### config.mk
export PLATFORM = sky130hd
export DESIGN_NAME = mult_div_seq_flat
export DESIGN_NICKNAME = d
export VERILOG_FILES = /design/src/rtl/mult_div_if.sv /design/src/rtl/mult_div_seq.sv /design/src/flat_wrapper.sv
export SDC_FILE = /design/constraint.sdc
export NUM_CORES = 1
export LEC_CHECK = 0
export ABC_AREA = 0
export CORE_MARGIN = 10
export CORE_UTILIZATION = 65
export CTS_BUF_LIST = sky130_fd_sc_hd__clkbuf_2
export DETAILED_ROUTE_END_ITERATION = 10
export PLACE_DENSITY = 0.84
export SKIP_CTS_REPAIR_TIMING = 1
export SYNTH_ARGS = -nofsm -noshare
export SYNTH_HDL_FRONTEND = slang
export SYNTH_SLANG_ARGS = --single-unit
export TNS_END_PERCENT = 30
### constraint.sdc
create_clock -name clk -period 12.1 [get_ports clk]
set_input_delay 2.42 -clock clk [delete_from_list [all_inputs] [get_ports clk]]
set_output_delay 2.42 -clock clk [all_outputs]
set_load 0.03 [all_outputs]
### src/rtl/mult_div_if.sv
// Operand/result bundle between the control datapath and the multiply/divide unit.
// The master drives the operands and the op code; the slave returns results and status.
interface mult_div_if;
  logic [31:0] a;
  logic [31:0] b;
  logic [1:0]  op;
  logic [31:0] hi;
  logic [31:0] lo;
  logic        busy;
  logic        done;
  logic        div_zero;

  modport master (output a, b, op, input hi, lo, busy, done, div_zero);
  modport slave  (input a, b, op, output hi, lo, busy, done, div_zero);
endinterface

### src/rtl/mult_div_seq.sv
// Sequential 32x32 signed multiply (radix-2 Booth) and signed divide (restoring on
// magnitudes), 32 iterations each, with a one-cycle done pulse and divide-by-zero flag.
module mult_div_seq (
  input  logic        clk,
  input  logic        reset,
  mult_div_if.slave   bus
);
  typedef enum logic [1:0] {S_IDLE, S_MULT, S_DIV, S_FINISH} state_t;

  state_t      state_q, state_d;
  logic [4:0]  cnt_q, cnt_d;
  // MULT: {P[63:0], q-1}; DIV: {unused, rem[31:0], quo[31:0]}
  logic [64:0] acc_q, acc_d;
  logic [31:0] opnd_q, opnd_d;
  logic        is_div_q, is_div_d;
  logic        neg_quo_q, neg_quo_d;
  logic        neg_rem_q, neg_rem_d;
  logic [31:0] hi_q, hi_d;
  logic [31:0] lo_q, lo_d;
  logic        done_q, done_d;
  logic        div_zero_q, div_zero_d;

  logic        accept;
  logic [32:0] p_ext, m_ext, booth_sum;
  logic [63:0] shifted;
  logic [32:0] trial;
  logic [31:0] a_abs, b_abs;

  always_ff @(posedge clk or posedge reset) begin
    if (reset) begin
      state_q    <= S_IDLE;
      cnt_q      <= '0;
      acc_q      <= '0;
      opnd_q     <= '0;
      is_div_q   <= 1'b0;
      neg_quo_q  <= 1'b0;
      neg_rem_q  <= 1'b0;
      hi_q       <= '0;
      lo_q       <= '0;
      done_q     <= 1'b0;
      div_zero_q <= 1'b0;
    end else begin
      state_q    <= state_d;
      cnt_q      <= cnt_d;
      acc_q      <= acc_d;
      opnd_q     <= opnd_d;
      is_div_q   <= is_div_d;
      neg_quo_q  <= neg_quo_d;
      neg_rem_q  <= neg_rem_d;
      hi_q       <= hi_d;
      lo_q       <= lo_d;
      done_q     <= done_d;
      div_zero_q <= div_zero_d;
    end
  end

  always_comb begin
    state_d    = state_q;
    cnt_d      = cnt_q;
    acc_d      = acc_q;
    opnd_d     = opnd_q;
    is_div_d   = is_div_q;
    neg_quo_d  = neg_quo_q;
    neg_rem_d  = neg_rem_q;
    hi_d       = hi_q;
    lo_d       = lo_q;
    done_d     = 1'b0;
    div_zero_d = div_zero_q;
    accept     = 1'b0;
    p_ext      = {acc_q[64], acc_q[64:33]};
    m_ext      = {opnd_q[31], opnd_q};
    booth_sum  = p_ext;
    shifted    = {acc_q[62:0], 1'b0};
    trial      = {1'b0, shifted[63:32]} - {1'b0, opnd_q};
    a_abs      = bus.a[31] ? (32'd0 - bus.a) : bus.a;
    b_abs      = bus.b[31] ? (32'd0 - bus.b) : bus.b;

    case (state_q)
      S_MULT: begin
        case (acc_q[1:0])
          2'b01:   booth_sum = p_ext + m_ext;
          2'b10:   booth_sum = p_ext - m_ext;
          default: booth_sum = p_ext;
        endcase
        // 33-bit sum keeps the sign when subtracting the most negative multiplicand
        acc_d = {booth_sum, acc_q[32:1]};
        cnt_d = cnt_q - 5'd1;
        if (cnt_q == 5'd0) state_d = S_FINISH;
      end
      S_DIV: begin
        if (!trial[32]) acc_d = {1'b0, trial[31:0], shifted[31:1], 1'b1};
        else            acc_d = {1'b0, shifted};
        cnt_d = cnt_q - 5'd1;
        if (cnt_q == 5'd0) state_d = S_FINISH;
      end
      S_FINISH: begin
        if (is_div_q) begin
          lo_d = neg_quo_q ? (32'd0 - acc_q[31:0])  : acc_q[31:0];
          hi_d = neg_rem_q ? (32'd0 - acc_q[63:32]) : acc_q[63:32];
        end else begin
          hi_d = acc_q[64:33];
          lo_d = acc_q[32:1];
        end
        done_d  = 1'b1;
        state_d = S_IDLE;
        accept  = 1'b1;
      end
      default: accept = 1'b1;
    endcase

    // Start decode also runs in FINISH so back-to-back operations lose no cycle
    if (accept) begin
      case (bus.op)
        2'b01: begin
          div_zero_d = 1'b0;
          is_div_d   = 1'b0;
          opnd_d     = bus.a;
          acc_d      = {32'd0, bus.b, 1'b0};
          cnt_d      = 5'd31;
          state_d    = S_MULT;
        end
        2'b10: begin
          if (bus.b == 32'd0) begin
            div_zero_d = 1'b1;
            done_d     = 1'b1;
          end else begin
            div_zero_d = 1'b0;
            is_div_d   = 1'b1;
            neg_quo_d  = bus.a[31] ^ bus.b[31];
            neg_rem_d  = bus.a[31];
            opnd_d     = b_abs;
            acc_d      = {33'd0, a_abs};
            cnt_d      = 5'd31;
            state_d    = S_DIV;
          end
        end
        default: ;
      endcase
    end
  end

  assign bus.hi       = hi_q;
  assign bus.lo       = lo_q;
  assign bus.busy     = (state_q != S_IDLE);
  assign bus.done     = done_q;
  assign bus.div_zero = div_zero_q;
endmodule

### src/flat_wrapper.sv
// flat-port wrapper written by rule: the top's interface ports become plain ports
module mult_div_seq_flat 
  (clk, reset, bus_a, bus_b, bus_op, bus_hi, bus_lo, bus_busy, bus_done, bus_div_zero);
  mult_div_if bus_i ();
  input  logic clk;
  input  logic reset;
  input wire logic [$bits(bus_i.a)-1:0] bus_a;
  input wire logic [$bits(bus_i.b)-1:0] bus_b;
  input wire logic [$bits(bus_i.op)-1:0] bus_op;
  output wire logic [$bits(bus_i.hi)-1:0] bus_hi;
  output wire logic [$bits(bus_i.lo)-1:0] bus_lo;
  output wire logic [$bits(bus_i.busy)-1:0] bus_busy;
  output wire logic [$bits(bus_i.done)-1:0] bus_done;
  output wire logic [$bits(bus_i.div_zero)-1:0] bus_div_zero;
  assign bus_i.a = bus_a;
  assign bus_i.b = bus_b;
  assign bus_i.op = bus_op;
  assign bus_hi = bus_i.hi;
  assign bus_lo = bus_i.lo;
  assign bus_busy = bus_i.busy;
  assign bus_done = bus_i.done;
  assign bus_div_zero = bus_i.div_zero;
  mult_div_seq u_core (.clk(clk), .reset(reset), .bus(bus_i));
endmodule
# After elaboration in Yosys (flattened, before gate mapping)
# Index checks and enable logic that the tools add are counted.
dict set report totals {
  reg_bits 173
}
dict set report classes {
  n_addsub 8
  eq_ne 8
  muxes 31
  n_bitwise 3
  reduce_logical 8
}
# op count
set op_table {}
lappend op_table {{65-bit case mux with 2 select lines} 2}
lappend op_table {{32-bit 2-to-1 mux} 7}
lappend op_table {{65-bit 2-to-1 mux} 2}
lappend op_table {{1-bit by 32-bit subtractor with 32-bit output, first input constant} 4}
lappend op_table {{33-bit case mux with 2 select lines} 1}
lappend op_table {{32-bit by 32-bit subtractor with 33-bit output} 2}
lappend op_table {{64-bit 2-to-1 mux} 1}
lappend op_table {{32-bit case mux with 2 select lines} 1}
lappend op_table {{32-bit by 32-bit adder with 33-bit output} 1}
lappend op_table {{32-bit zero test} 1}
lappend op_table {{5-bit 2-to-1 mux} 3}
lappend op_table {{5-bit case mux with 2 select lines} 1}
lappend op_table {{2-bit == test, second input constant} 4}
lappend op_table {{2-bit case mux with 2 select lines} 2}
lappend op_table {{2-bit by 1-bit == test with 1-bit output, second input constant} 3}
lappend op_table {{1-bit 2-to-1 mux} 6}
lappend op_table {{2-bit 2-to-1 mux} 3}
lappend op_table {{3-bit AND reduction} 2}
lappend op_table {{5-bit zero test} 1}
lappend op_table {{5-bit by 1-bit subtractor with 5-bit output, second input constant} 1}
lappend op_table {{1-bit case mux with 2 select lines} 2}
lappend op_table {{2-bit nonzero test} 2}
lappend op_table {{2-bit inequality test, second input constant} 1}
lappend op_table {{1-bit NOT} 2}
lappend op_table {{3 further kinds} 3}

# Logic depth before layout (Yosys ltp)
dict set report logic_depth {
  depth_word 6
  depth_mapped 19
}

# Worst setup path before layout
# No wires, ideal clock.
dict set report synth_timing {
  path_kind {in2reg}
  startpoint {input bus_b[10]}
  endpoint {register u_core.opnd_q[26]}
  setup_time_ns 0.083
  arrival_ns 4.849
  setup_slack_ns 7.168
  path_stages 8
  path_buffers 0
  path_cell_list {or4_1 > or4_1 > or2_2 > or4_4 > o31ai_1 > xor2_1 > a211o_1 > o21ai_0}
}
dict set report synth_between {
  elab_chain_cells 4
  elab_cells_between_ends 7
  cone_classes {add/sub (1); eq/ne (1); mux (3); reduce/logical (2)}
}
# element line_no
set synth_lines {}
lappend synth_lines {{from (decl)} flat_wrapper.sv:8} ;# input wire logic [$bits(bus_i.b)-1:0] bus_b;
lappend synth_lines {{1-bit by 32-bit subtractor with 32-bit output} mult_div_seq.sv:76} ;# b_abs = bus.b[31] ? (32'd0 - bus.b) : bus.b;
lappend synth_lines {{32-bit 2-to-1 mux} mult_div_seq.sv:76}
lappend synth_lines {{32-bit 2-to-1 mux} mult_div_seq.sv:123} ;# if (bus.b == 32'd0) begin
lappend synth_lines {{32-bit case mux with 2 select lines} mult_div_seq.sv:113} ;# case (bus.op)
lappend synth_lines {{to (signal assigned)} mult_div_seq.sv:46} ;# opnd_q <= opnd_d;
lappend synth_lines {{to (decl)} mult_div_seq.sv:14} ;# logic [31:0] opnd_q, opnd_d;
# Parallel ways exist; a longest one is shown, timed or not. The select of a mux whose other input is x is not followed.
# A chain may end at the register's enable or synchronous reset.

# Worst setup path after layout
dict set report layout_timing {
  startpoint {input bus_b[22]}
  endpoint {register u_core.acc_q[56]}
}
dict set report layout_between {
  elab_chain_cells 4
}
# element line_no
set layout_lines {}
lappend layout_lines {{32-bit zero test} mult_div_seq.sv:123}
lappend layout_lines {{65-bit 2-to-1 mux} mult_div_seq.sv:123}
lappend layout_lines {{65-bit case mux with 2 select lines} mult_div_seq.sv:113}
lappend layout_lines {{65-bit 2-to-1 mux} mult_div_seq.sv:112} ;# if (accept) begin
lappend layout_lines {{net u_core.acc_d[56]} mult_div_seq.sv:13} ;# logic [64:0] acc_q, acc_d;
lappend layout_lines {{to (signal assigned)} mult_div_seq.sv:33} ;# acc_q <= '0;
lappend layout_lines {{to (signal assigned)} mult_div_seq.sv:45} ;# acc_q <= acc_d;
lappend layout_lines {{to (decl)} mult_div_seq.sv:13}
# The timed path passes the listed nets, and every way through them passes these cells.

==> impl_metrics.json <==
{
  "worstPathMaxFanout": 25,
  "critPathKind": "in2reg",
  "core_area_um2": 24200,
  "die_area_um2": 31100,
  "yosysTopAreaCell": "dfrtp_1",
  "final_cell_mix": "a21oi_1 (188), nand2_1 (177), dfrtp_1 (172)",
  "syn_inst": 1977,
  "synth_edf_count": 0,
  "ys_ff_latch": 173,
  "yosys.area.top_type_share": 0.272,
  "worst_r2r_path_depth": 19,
  "cp_data_arrival_time_ns": 6.71,
  "wire_per_inst_um": 23.7,
  "cp-start-kind": "input pin",
  "grt_max_degree": 87,
  "r2r-start": "u_core.opnd_q[3]",
  "pre_cts_ws_ns": 5.54,
  "cts_tree": "done",
  "route.detailed.vias_per_inst": 6.81,
  "synth_area_leaders": "dfrtp_1 (27%), xor2_1 (6.4%), ha_1 (6.2%)",
  "syn_area_um2": 15900,
  "hold_start": "u_core.cnt_q[0]",
  "drcViolationCount": 0,
  "rsz0062_at_grt": "no",
  "antenna_left": 0,
  "use_met2": 0.582,
  "cts.path.max_buffers": 2,
  "use_met1": 0.388,
  "period_share": 0.496,
  "finalHoldViolations": 0,
  "die_w_um": 176,
  "tightest_slew_ns": 1.28,
  "fin_crit_ns": 6.00,
  "end_kind": "flip-flop",
  "grt_busiest_layer": "met2",
  "area_growth_pct": 10.3,
  "antenna_found_initial": 1,
  "cts_sinks": 173,
  "layout_setup_ws_ns": 6.10,
  "ctsHtreeMaxLevel": 4,
  "track_usage": 0.344,
  "nNetsFinal": 2162,
  "die_h_um": 176,
  "clk_latency_ns": 0.83,
  "async_flop_share": 1.00,
  "synthFlopType": "dfrtp_1",
  "grt_pass1_wl_um": 84600,
  "dp_hpwl_um": 42100,
  "io_pins": 135,
  "yosysUniqueCellTypes": 81,
  "instances_no_fill": 2351,
  "synth_nets": 2126,
  "r2r-end": "u_core.acc_q[64]",
  "reg2reg_slack_ns": 6.30,
  "layout-drive-gt1-share": 0.0780,
  "yosys_warnings": 0,
  "ys_seq_area_frac": 0.272,
  "hold_path_depth": 1,
  "cts-root-buf": "clkbuf_2",
  "crit_required_ns": 12.81,
  "grt_use_met3": 0.0575,
  "maxCapViolations": 0,
  "maxSlewViolCount": 0,
  "dr.pass1.iters": 6,
  "relSlewSlack": 0.147,
  "holdPathEnd": "u_core.cnt_q[0]",
  "grt_pass1_vias": 15384,
  "vias": 16010,
  "rows": 57,
  "wl_um": 55800,
  "gp_congestion": 1.00,
  "setup_viol": 0,
  "setup-tns-final_ns": 0,
  "holdCritPathClass": "reg2reg",
  "clock_skew_ns": 0.0709,
  "clk_pin_slew_ns": 0.29,
  "cts_buffers": 17,
  "final_common_cell": "a21oi_1",
  "drt-initial-drc-count": 1907,
  "dp.cells": 2318,
  "start_util": 0.658,
  "io_buffers": 134,
  "outcome": "finished, final reports clean",
  "syn_area_per_cell_um2": 8.05,
  "overflow": 0,
  "fmax_ghz": 0.167
}
## synth_stat cells (19+ instances only)
| master | instances |
|---|---|
| o21ai_0 | 158 |
| dfrtp_1 | 173 |
| a211oi_1 | 19 |
| nand2_1 | 178 |
| or3_1 | 22 |
| inv_1 | 73 |
| clkbuf_1 | 106 |
| ha_1 | 79 |
| a22oi_1 | 44 |
| nor3_1 | 24 |
| o31ai_1 | 37 |
| mux2i_1 | 53 |
| a21oi_1 | 188 |
| a21o_1 | 27 |
| nand3_1 | 32 |
| xor2_1 | 117 |
| a31oi_1 | 27 |
| nor2_1 | 156 |
| mux2_2 | 63 |
| xnor2_1 | 84 |
## layout make-up
class                           count  area [um2]
Timing Repair Buffer              155        1500
Sequential cell                   173        4330
Tap cell                          324         405
Antenna cell                        1        2.50
Clock inverter                     14         168
Inverter                           74         283
Clock buffer                       18        90.1
Multi-Input combinational cell   1592       10800
Fill cell                        1924        6620
## per-layer routing
metal  up-vias  part of all wire  wire [um]
met4         0             0.080       4480
li1       7256                 -          -
met5         -                 0          0
met3       268             0.083       4650
met2       959              0.48      26500
met1      7527              0.36      20100
## metrics by stage
stage | hold slack, ns | utilization | cell area (um2)
2_1_floorplan | 0.468 | - | 15900
4_1_cts | 0.526 | 0.726 | 17600
3_5_place_dp | 0.494 | 0.716 | 17300
3_3_place_gp | 0.489 | 0.716 | 17300
5_1_grt | 0.559 | 0.726 | 17600
6_report | 0.528 | 0.726 | 17600
## cell families (layout without fill, tap and decap cells)
group,count (synthesis),count (layout),share of synthesized area
simple gates,527,527,0.155
mux,116,116,0.0779
xor+xnor,201,201,0.111
buf+inv,212,261,0.0518
compound gates,667,667,0.268
other cells,0,1,0
fa+ha+maj,81,81,0.0646
flops,173,173,0.272
## flip-flops by register name, summed over array words and instances, names as in the netlist, 2 cells and up
name	flops
u_core.opnd_q	32
u_core.bus.lo	32
u_core.cnt_q	5
u_core.state_q	2
u_core.bus.hi	32
u_core.acc_q	65
## worst max-delay path: stages
cell	delay (ns)
clkdlybuf4s50_1	0.50
or4_1	0.64
nor4_1	0.41
nand4_1	0.76
or2_2	0.64
a21oi_2	0.96
nand2_1	0.12
o311a_1	0.15
o211ai_1	0.09
## how the worst max path moves through the flow
stage / from / to / slack (ns) / cells after the start
after floorplan: reset / u_core.acc_q[0] / 4.99 / 1
after global placement: bus_b[4] / u_core.acc_q[56] / 5.62 / 10
after detailed placement: bus_b[22] / u_core.acc_q[56] / 5.54 / 9
after CTS: bus_b[4] / u_core.acc_q[56] / 6.39 / 10
after global routing: u_core.opnd_q[5] / u_core.acc_q[64] / 5.93 / 19
final: bus_b[22] / u_core.acc_q[56] / 6.10 / 9
Power is not shown: default switching activity piles up to over one toggle a cycle in this logic, so the estimate is an artifact.
